**config.mk**
```make
export PLATFORM = sky130hd
export DESIGN_NAME = servo_pwm_multi
export DESIGN_NICKNAME = d
export VERILOG_FILES = /design/src/rtl/servo_pwm_multi.sv
export SDC_FILE = /design/constraint.sdc
export NUM_CORES = 1
export LEC_CHECK = 0
export ABC_CLOCK_PERIOD_IN_PS = 7380
export BUFFER_PORTS_ARGS = -buffer_cell sky130_fd_sc_hd__buf_2
export CAP_MARGIN = 30
export CORE_ASPECT_RATIO = 0.9
export CORE_MARGIN = 2
export CORE_UTILIZATION = 45
export DETAILED_ROUTE_END_ITERATION = 7
export SLEW_MARGIN = 25
export SYNTH_ARGS = -nofsm -noshare
export SYNTH_HDL_FRONTEND = slang
export SYNTH_SLANG_ARGS = --single-unit
```
**constraint.sdc**
```tcl
create_clock -name clk -period 7.38 [get_ports clk]
set_input_delay 1.476 -clock clk [delete_from_list [all_inputs] [get_ports clk]]
set_output_delay 1.476 -clock clk [all_outputs]
set_load 0.05 [all_outputs]
```
**src/rtl/servo_pwm_multi.sv**
```systemverilog
// Multi-channel servo PWM generator sharing one frame counter,
// with optional per-frame slew limiting of each channel's position.
module servo_pwm_multi #(
  parameter int CLK_HZ    = 25_000_000,
  parameter int N_CH      = 4,
  parameter int POS_W     = 8,
  parameter int PERIOD_MS = 20,
  parameter int MIN_US    = 1000,
  parameter int MAX_US    = 2000,
  parameter int SLEW      = 0,
  localparam int CH_W = (N_CH > 1) ? $clog2(N_CH) : 1
) (
  input  logic             clk,
  input  logic             rst_n,
  input  logic             wr_en,
  input  logic [CH_W-1:0]  wr_ch,
  input  logic [POS_W-1:0] wr_pos,
  output logic             wr_err,
  output logic [N_CH-1:0]  servo_pin,
  output logic             frame_tick,
  output logic             led_verde,
  output logic             led_verm
);

  localparam longint PERIOD_L =
    longint'(CLK_HZ) / 1000 * PERIOD_MS;
  localparam longint MIN_L =
    longint'(CLK_HZ) / 1_000_000 * MIN_US;
  localparam longint POS_MAX =
    (longint'(1) << POS_W) - 1;
  localparam longint STEP_L =
    longint'(MAX_US - MIN_US) * CLK_HZ
    / 1_000_000 / POS_MAX;
  localparam longint WMAX = MIN_L + POS_MAX * STEP_L;
  localparam longint TOP =
    (PERIOD_L > WMAX + 1) ? PERIOD_L : WMAX + 1;
  localparam int TW = $clog2(TOP);

  localparam logic [TW-1:0] LAST   = TW'(PERIOD_L - 1);
  localparam logic [TW-1:0] MIN_C  = TW'(MIN_L);
  localparam logic [TW-1:0] STEP_C = TW'(STEP_L);
  localparam logic [POS_W-1:0] MID =
    POS_W'(longint'(1) << (POS_W - 1));
  localparam logic [TW-1:0] W_MID =
    TW'(MIN_L + (longint'(1) << (POS_W - 1)) * STEP_L);
  localparam logic [CH_W:0] N_CH_C = (CH_W + 1)'(N_CH);

  logic [TW-1:0]    cnt;
  logic             boundary;
  logic             wr_ok;
  logic             all_eq;
  logic [POS_W-1:0] tgt     [N_CH];
  logic [POS_W-1:0] cur     [N_CH];
  logic [POS_W-1:0] cur_nxt [N_CH];
  logic [TW-1:0]    w       [N_CH];
  logic [N_CH-1:0]  pin_nxt;

  assign boundary   = (cnt == LAST);
  assign frame_tick = boundary;
  assign wr_ok = wr_en && ({1'b0, wr_ch} < N_CH_C);

  // Slew step toward the pre-edge target; never overshoots
  always_comb begin
    for (int i = 0; i < N_CH; i++) begin
      cur_nxt[i] = cur[i];
      if (tgt[i] > cur[i]) begin
        if (SLEW == 0 || int'(tgt[i] - cur[i]) <= SLEW)
          cur_nxt[i] = tgt[i];
        else
          cur_nxt[i] = cur[i] + POS_W'(SLEW);
      end else if (tgt[i] < cur[i]) begin
        if (SLEW == 0 || int'(cur[i] - tgt[i]) <= SLEW)
          cur_nxt[i] = tgt[i];
        else
          cur_nxt[i] = cur[i] - POS_W'(SLEW);
      end
    end
  end

  always_comb begin
    all_eq  = 1'b1;
    pin_nxt = '0;
    for (int i = 0; i < N_CH; i++) begin
      if (cur[i] != tgt[i])
        all_eq = 1'b0;
      pin_nxt[i] = (cnt < w[i]);
    end
  end

  always_ff @(posedge clk or negedge rst_n) begin
    if (!rst_n) begin
      cnt <= '0;
    end else if (boundary) begin
      cnt <= '0;
    end else begin
      cnt <= cnt + TW'(1);
    end
  end

  always_ff @(posedge clk or negedge rst_n) begin
    if (!rst_n) begin
      for (int i = 0; i < N_CH; i++) begin
        tgt[i] <= MID;
        cur[i] <= MID;
        w[i]   <= W_MID;
      end
    end else begin
      for (int i = 0; i < N_CH; i++) begin
        if (wr_ok && wr_ch == CH_W'(i))
          tgt[i] <= wr_pos;
        if (boundary) begin
          cur[i] <= cur_nxt[i];
          w[i]   <= MIN_C + TW'(cur_nxt[i]) * STEP_C;
        end
      end
    end
  end

  always_ff @(posedge clk or negedge rst_n) begin
    if (!rst_n) begin
      servo_pin <= '0;
      wr_err    <= 1'b0;
      led_verde <= 1'b1;
      led_verm  <= 1'b0;
    end else begin
      servo_pin <= pin_nxt;
      wr_err    <= wr_en && !wr_ok;
      led_verde <= all_eq;
      led_verm  <= !all_eq;
    end
  end

endmodule
```
==> flow_metrics.tcl, run 1 <==
set metrics [dict create \
    status "completed" \
    die_x_um 172 \
    placement.io_buffers 19 \
    slowest_delay_ns 0.71 \
    synthesis.area_um2 11400 \
    cts_hold_buf 0 \
    synth_mux_area_frac 0.0688 \
    synth_edf_count 0 \
    placed_area_um2 11900 \
    synth_top_family_by_area "adder cells" \
    cap_viol_max_count 0 \
    synth-adder-area-share 0.244 \
    slew_viol_final 0 \
    synth_simple_gate_area_frac 0.132 \
    layout-drive-gt1-share 0.139 \
    clockBufferDepth 2 \
    post_cts_buffers 0 \
    r2r_setup_slack_ns 1.76 \
    timing.slew.headroom 0.410 \
    cp_common_cell "ha_1" \
    synthArstFlopShare 1.00 \
    use_met1 0.318 \
    areaGrowthSynthToFinish_pct 9.81 \
    clk_latency_ns 0.44 \
    synth_compound_area_frac 0.137 \
    crit_type "flip-flop to flip-flop" \
    antenna_cells 0 \
    cts_tree "done" \
    chipHeight_um 155 \
    regToRegStartpoint "cur[23]" \
    cp.arrival_ns 5.90 \
    root_buffer "clkbuf_16" \
    gr-usage-met3 0.0277 \
    critPathSlowestCell "a311oi_1" \
    grt_pass1_vias 8062 \
    grt.busiest_layer "met1" \
    overflow 0 \
    ios 21 \
    instances_no_fill 1569 \
    ys_warn_count 0 \
    holdWs_ns 0.477 \
    grt_pass1_wl_um 43000 \
    crit_chain "inv_1 > ha_1 > nand4_1 > nor2_1 > nand2_1 > o21ai_0 > ha_1 > fa_1 > ha_1 > ha_1 > inv_1 > fa_1 > nor2b_1 > o21ai_0 > a311oi_1 > and4_1 > a2111o_1 > o211ai_1" \
    layout_min_cycle_time_ns 5.62 \
    placed_cells 1536 \
    core_area_um2 25000 \
    path_max_fanout 17 \
    clock.fmax_mhz 178 \
    drc 0 \
    via_count 8454 \
    wire_per_inst_um 16.3 \
    cp-endpoint "w[52]" \
    synth_seq_area_share 0.313 \
    hold_viol_final 0 \
    tns_ns 0 \
    syn_nets 1419 \
    r2r.worst_path.cells 18 \
    power_density_nw_per_um2 334 \
    synth_ff_type "dfrtp_1" \
    cts_sinks 141 \
    synthCells 1191 \
    rsz0062_at_grt "no" \
    synthDistinctLibCells 62 \
    grt_util_met2 0.299 \
    dieArea_um2 26600 \
    ant_nets 0 \
    start_util 0.456 \
    row_count 55 \
    finalSetupViolCount 0 \
    synthXorXnorAreaFrac 0.0523 \
    yosys_register_bits 141 \
    dp_hpwl_um 19600 \
    peakVddDrop_uv 167 \
    viasPerCell 5.39 \
    wirelength_um 25500 \
    p_leak_nw 5.88 \
    hold_class "flip-flop to flip-flop" \
    path_clk_slew_ns 0.08 \
    grt_max_degree 75 \
    critPathCaptureType "flip-flop" \
    syn_area_per_cell_um2 9.57 \
    finalInstanceArea_um2 12500 \
    place.gp.congestion 0.834 \
    period_share 0.762 \
    rr_endpoint "w[52]" \
    cts_resized 0 \
    drt-pass1-iter-count 7 \
    h-tree-depth 4 \
    worstMarginPinSlew_ns 0.883 \
    nets 1442 \
    skew_ns 0.0242 \
    crit_path_start_kind "flip-flop" \
    cts_buffers 17 \
    antenna_found_initial 0 \
    startpoint "cur[23]" \
    required_ns 7.66 \
    grt.total_usage 0.203 \
    first_iter_violations 460 \
]
power breakdown:
| group | switching [W] | internal (W) | total (W) |
|---|---|---|---|
| clock network | 0.000401 | 0.000519 | 0.000920 |
| logic | 0.00139 | 0.00101 | 0.00240 |
| registers | 0.0000444 | 0.000810 | 0.000854 |
| total | 0.00184 | 0.00233 | 0.00417 |
flip-flops by register name, indices dropped and copies added, names as in the netlist:
| signal | cells |
|---|---|
| w | 52 |
| servo_pin | 4 |
| led_verm | 1 |
| led_verde | 1 |
| cur | 32 |
| cnt | 19 |
| tgt | 32 |
cells by family after synthesis:
| group | count (synthesis) |
|---|---|
| simple gates | 298 |
| compound gates | 242 |
| fa+ha+maj | 215 |
| buf+inv | 156 |
| flops | 141 |
| mux | 70 |
| xor+xnor | 68 |
| other cells | 1 |
per-stage QoR:
stage / power, W / utilization / setup slack (ns)
final: 0.00417 / 0.501 / 1.76
after detailed placement: 0.00322 / 0.475 / 1.84
after floorplan: 0.00271 / - / 2.32
after global routing: 0.00456 / 0.501 / 1.38
after CTS: 0.00417 / 0.500 / 1.77
after global placement: 0.00320 / 0.475 / 1.83
Yosys cell counts, drive strengths merged (13+ instances only):
library cell,number,area share
nand3,29,0.013
clkbuf,14,0.0046
dfstp,33,0.076
xor2,31,0.024
a211oi,13,0.0086
inv,137,0.045
a21oi,33,0.014
ha,203,0.22
nor2,55,0.018
mux2,66,0.065
nor2b,15,0.0082
nand4,22,0.012
dfrtp,108,0.24
xnor2,37,0.028
o21ai,95,0.042
nand2,97,0.032
a21o,29,0.019
cells in the final DEF, fill, tap and decap left out, types with 33 or more instances in the layout:
cell     instances
xnor2_1         37
nor2_1          55
inv_1          137
dfrtp_1        108
dfstp_2         33
o21ai_0         95
nand2_1         97
a21oi_1         33
ha_1           203
mux2_2          66
area by class of cell:
type                            instances  area [um2]
Clock buffer                           17         425
Sequential cell                       141        3570
Multi-Input combinational cell        894        7240
Timing Repair Buffer                   23         144
Fill cell                            2332       12500
Inverter                              137         514
Clock inverter                         15         191
Tap cell                              342         428
how the worst min path moves through the flow:
stage	start	to	slack (ns)	depth (start not counted)
finish	w[28]	w[28]	0.48	2
global route	w[28]	w[28]	0.49	2
CTS	w[28]	w[28]	0.48	2
detailed placement	w[63]	w[63]	0.47	2
global placement	w[13]	w[13]	0.46	2
floorplan	w[25]	w[25]	0.45	2
metal layers:
layer / vias up / part of all wire
li1: 4320 / -
met1: 4006 / 0.55
met2: 114 / 0.42
met3: 14 / 0.029
met4: 0 / 0.0060
met5: - / 0
critical path, delay by kind of cell, from the launching register on:
kind,cells,cell delay (ns)
fa+ha+maj,6,1.97
simple gates,5,1.34
flops,1,0.53
buf+inv,2,0.10
compound gates,5,1.54
Note: power is estimated with default switching activity, not from simulation.
==> run 2, diff against run 1 <==
- ABC_CLOCK_PERIOD_IN_PS: 7380 -> 5100
- clock period: 7.38 -> 5.1 ns (I/O delays scaled with it)
==> flow_metrics.tcl, run 2 (synthesized netlist as in run 1, its figures left out) <==
set metrics [dict create \
    grt_pass1_vias 8199 \
    hold_viol_final 0 \
    path_clk_slew_ns 0.06 \
    required_ns 5.41 \
    layout_commonest_cell "ha_1" \
    largestRegisters "w (52), cur (32), tgt (32)" \
    placement.io_buffers 19 \
    cap_viol_max_count 0 \
    die_x_um 172 \
    regArea_um2 3570 \
    finalSetupViolCount 0 \
    largest-register "w" \
    clock.fmax_mhz 203 \
    crit_path_start_kind "flip-flop" \
    grt.total_usage 0.208 \
    layout_min_cycle_time_ns 4.93 \
    regToRegStartpoint "cur[7]" \
    placed_cells 1564 \
    skew_ns 0.0123 \
    rr_endpoint "w[14]" \
    status "completed" \
    path_max_fanout 6 \
    critPathCaptureType "flip-flop" \
    timing.slew.headroom 0.454 \
    core_area_um2 25000 \
    hold_end "w[4]" \
    min_from "w[4]" \
    grt_pass1_wl_um 43600 \
    cp.arrival_ns 5.24 \
    period_share 0.966 \
    antenna_found_initial 0 \
    multi_input_area_um2 7350 \
    root_buffer "clkbuf_16" \
    ant_nets 0 \
    fin_total_pwr_w 0.00623 \
    drt-pass1-iter-count 4 \
    crit_type "flip-flop to flip-flop" \
    cts_sinks 141 \
    clk_latency_ns 0.43 \
    viasPerCell 5.36 \
    peakVddDrop_uv 182 \
    first_iter_violations 390 \
    worstMarginPinSlew_ns 0.817 \
    utilization 0.515 \
    p_leak_nw 6.05 \
    areaGrowthSynthToFinish_pct 12.9 \
    wirelength_um 26200 \
    dieArea_um2 26600 \
    via_count 8593 \
    dp_hpwl_um 20000 \
    r2r_setup_slack_ns 0.17 \
    cts_tree "done" \
    slew_viol_final 0 \
    grt_max_degree 77 \
    num-fill-cells 2290 \
    drc 0 \
    chipHeight_um 155 \
    start_util 0.456 \
    h-tree-depth 4 \
    layout-drive-gt1-share 0.179 \
    antenna_cells 0 \
    row_count 55 \
    power_density_nw_per_um2 484 \
    r2r.worst_path.cells 18 \
    instances_no_fill 1602 \
    largest_reg_flops 52 \
    cts_buffers 17 \
    nets 1475 \
    overflow 0 \
    clockBufferDepth 2 \
    wire_per_inst_um 16.3 \
    final_cell_mix "201 x ha_1, 137 x inv_1, 108 x dfrtp_1, 93 x nand2_1, 87 x o21ai_0" \
    min_path_cells 2 \
    place.gp.congestion 0.904 \
    hold_class "flip-flop to flip-flop" \
    ios 21 \
]
run 2: worst max-delay path by stage:
stage | start | to | slack [ns] | depth (start not counted)
floorplan | cur[7] | w[14] | 0.04 | 19
global placement | cur[31] | w[72] | 0.06 | 19
detailed placement | cur[31] | w[72] | 0.03 | 19
CTS | cur[31] | w[70] | 0.02 | 19
global route | cur[31] | w[70] | -0.004 | 17
finish | cur[7] | w[14] | 0.17 | 18
run 2: power by group:
group	switching (W)	internal, W	total, W
Combinational	0.00205	0.00160	0.00365
Clock	0.000545	0.000809	0.00135
Sequential	0.0000545	0.00117	0.00123
Total	0.00265	0.00358	0.00623
run 2: timing repair:
| item | in CTS | in global routing |
|---|---|---|
| buffers inserted | 0 | 3 |
| resized for setup | 1 | 37 |
| pin swaps | 0 | 8 |
| cloned | 0 | 3 |
| endpoints found under the setup margin | 2 | 15 |
| hold buffers | 0 | 0 |
run 2: stage by stage:
stage	instance area [um2]	hold WS, ns	setup TNS [ns]	setup slack [ns]
global route	12900	0.495	-0.00770	-0.00409
global placement	12100	0.465	0	0.0612
detailed placement	12100	0.470	0	0.0298
CTS	12700	0.481	0	0.0154
finish	12900	0.476	0	0.171
floorplan	11400	0.449	0	0.0441
run 2: final cells by class:
type / count / share of cell area
inverter: 137 / 0.0400
sequential: 141 / 0.278
clock buffer: 19 / 0.0352
tap: 342 / 0.0333
timing repair buffer: 54 / 0.0284
multi-input combinational: 896 / 0.572
clock inverter: 13 / 0.0139
run 2: per-layer routing:
metal | track usage | wire [um] | vias up
met4 | 0.0492 | 267 | 0
li1 | - | - | 4384
met2 | 0.297 | 10800 | 111
met1 | 0.327 | 14300 | 4077
met3 | 0.0298 | 741 | 21
met5 | 0 | 0 | -
run 2: worst max-delay path, stage by stage (launching register included):
cell and delay (ns):
dfstp_2 0.53, inv_1 0.05, ha_1 0.30, a22oi_2 0.16, nand4b_1 0.22, nand2_2 0.20
o21ai_1 0.10, ha_1 0.28, inv_1 0.06, fa_1 0.50, inv_1 0.04, ha_1 0.31
ha_1 0.32, a211o_1 0.29, a2111o_1 0.36, nor3b_1 0.19, o41a_1 0.46, o211a_1 0.23
a211o_1 0.22
==> run 3, diff against run 2 <==
- CTS_BUF_LIST: not set -> sky130_fd_sc_hd__clkbuf_16
==> flow_metrics.tcl, run 3 (synthesized netlist as in run 1, its figures left out) <==
set metrics [dict create \
    h-tree-depth 4 \
    start_util 0.456 \
    placed_cells 1564 \
    r2r.worst_path.cells 18 \
    grt_max_degree 77 \
    layout_setup_ws_ns 0.172 \
    status "completed" \
    placement.io_buffers 19 \
    chipHeight_um 155 \
    dp_hpwl_um 20000 \
    slowest_delay_ns 0.53 \
    place.gp.congestion 0.904 \
    min_from "w[4]" \
    peakVddDrop_uv 181 \
    critPathCaptureType "flip-flop" \
    utilization 0.514 \
    path_max_fanout 5 \
    clockBufferDepth 2 \
    rr_endpoint "w[14]" \
    antenna_found_initial 0 \
    largest_reg_flops 52 \
    post-place-ws_ns 0.0298 \
    clk_latency_ns 0.43 \
    final_cell_mix "201 x ha_1, 137 x inv_1, 108 x dfrtp_1, 93 x nand2_1, 87 x o21ai_0" \
    crit_chain "inv_1 > ha_1 > nor4_1 > nand4b_1 > nand2_2 > mux2_2 > ha_1 > fa_1 > ha_1 > ha_2 > inv_1 > fa_1 > nor2b_2 > o22a_1 > xnor2_2 > o41a_1 > o211a_1 > a211o_1" \
    root_buffer "clkbuf_16" \
    overflow 0 \
    hold_class "flip-flop to flip-flop" \
    instances_no_fill 1602 \
    cap_viol_max_count 0 \
    nets 1475 \
    crit_family "adder cells" \
    dieArea_um2 26600 \
    slew_viol_final 0 \
    cts_buffers 17 \
    layout-drive-gt1-share 0.178 \
    first_iter_violations 395 \
    path_depth 18 \
    hold_viol_final 0 \
    period_share 0.966 \
    wirelength_um 26100 \
    r2r_setup_slack_ns 0.17 \
    viasPerCell 5.37 \
    antenna_cells 0 \
    cts_tree "done" \
    row_count 55 \
    die_x_um 172 \
    critPathSlowestCell "dfstp_2" \
    skew_ns 0.0111 \
    ant_nets 0 \
    ios 21 \
    grt_pass1_wl_um 43600 \
    cts_sinks 141 \
    wire_per_inst_um 16.3 \
    cts_hold_buf 0 \
    largest-register "w" \
    hold_end "w[4]" \
    drt-pass1-iter-count 5 \
    timing.slew.headroom 0.454 \
    layout_min_cycle_time_ns 4.93 \
    required_ns 5.41 \
    path_clk_slew_ns 0.06 \
    power_density_nw_per_um2 482 \
    worstMarginPinSlew_ns 0.816 \
    cp_common_cell "ha_1" \
    largestRegisters "w (52), cur (32), tgt (32)" \
    grt.total_usage 0.208 \
    holdWs_ns 0.476 \
    min_path_cells 2 \
    crit_path_start_kind "flip-flop" \
    drc 0 \
    regToRegStartpoint "cur[7]" \
    finalSetupViolCount 0 \
    cp.arrival_ns 5.24 \
    p_leak_nw 6.03 \
    grt_pass1_vias 8204 \
    crit_type "flip-flop to flip-flop" \
    via_count 8601 \
    areaGrowthSynthToFinish_pct 12.7 \
    critPathBufInv 2 \
    layout_commonest_cell "ha_1" \
    clock.fmax_mhz 203 \
    core_area_um2 25000 \
]
run 3: worst register-to-register path, delay by kind of cell (launching register included):
kind	cells	cell delay, ns
buffers and inverters	2	0.11
adder cells (fa/ha/maj)	6	1.75
multiplexers	1	0.38
XOR/XNOR	1	0.11
flip-flops	1	0.53
AND/OR/NAND/NOR	4	0.87
AO/OA/AOI/OAI	4	1.09
run 3: through the flow:
step / instance area [um2] / setup TNS [ns] / power (W)
finish: 12800 / 0 / 0.00620
global route: 12800 / -0.00671 / 0.00679
CTS: 12700 / 0 / 0.00614
detailed placement: 12100 / 0 / 0.00476
global placement: 12100 / 0 / 0.00474
floorplan: 11400 / 0 / 0.00392
run 3: cell type report:
| cell class | count | area [um2] |
|---|---|---|
| inverters | 137 | 514 |
| fillers | 2291 | 12100 |
| repair buffers | 54 | 365 |
| well taps | 342 | 428 |
| flip-flops and latches | 141 | 3570 |
| clock buffers | 17 | 425 |
| clock inverters | 15 | 186 |
| multi-input cells | 896 | 7350 |
run 3: how the worst max path moves through the flow:
| stage | from | endpoint |
|---|---|---|
| after floorplan | cur[7] | w[14] |
| after global placement | cur[31] | w[72] |
| after detailed placement | cur[31] | w[72] |
| after CTS | cur[31] | w[70] |
| after global routing | cur[31] | w[70] |
| final | cur[7] | w[14] |
run 3: per-layer routing:
metal | vias to the layer above | share of wire | track usage
met4 | 0 | 0.011 | 0.0492
met5 | - | 0 | 0
met1 | 4081 | 0.54 | 0.326
met3 | 24 | 0.034 | 0.0298
li1 | 4367 | - | -
met2 | 129 | 0.41 | 0.297
run 3: timing repair:
item / CTS / global route
endpoints found under the hold margin: 0 / 0
setup buffers: 0 / 3
endpoints found under the setup margin: 2 / 15
gates resized for setup: 1 / 37
gates cloned: 0 / 3
pin swaps: 0 / 8
run 3: report_power, final:
group          leakage [nW]  switching (W)  internal, W  total [W]
clock                 0.289       0.000543     0.000779    0.00132
sequential             1.77      0.0000543      0.00117    0.00123
combinational          3.97        0.00204      0.00160    0.00365
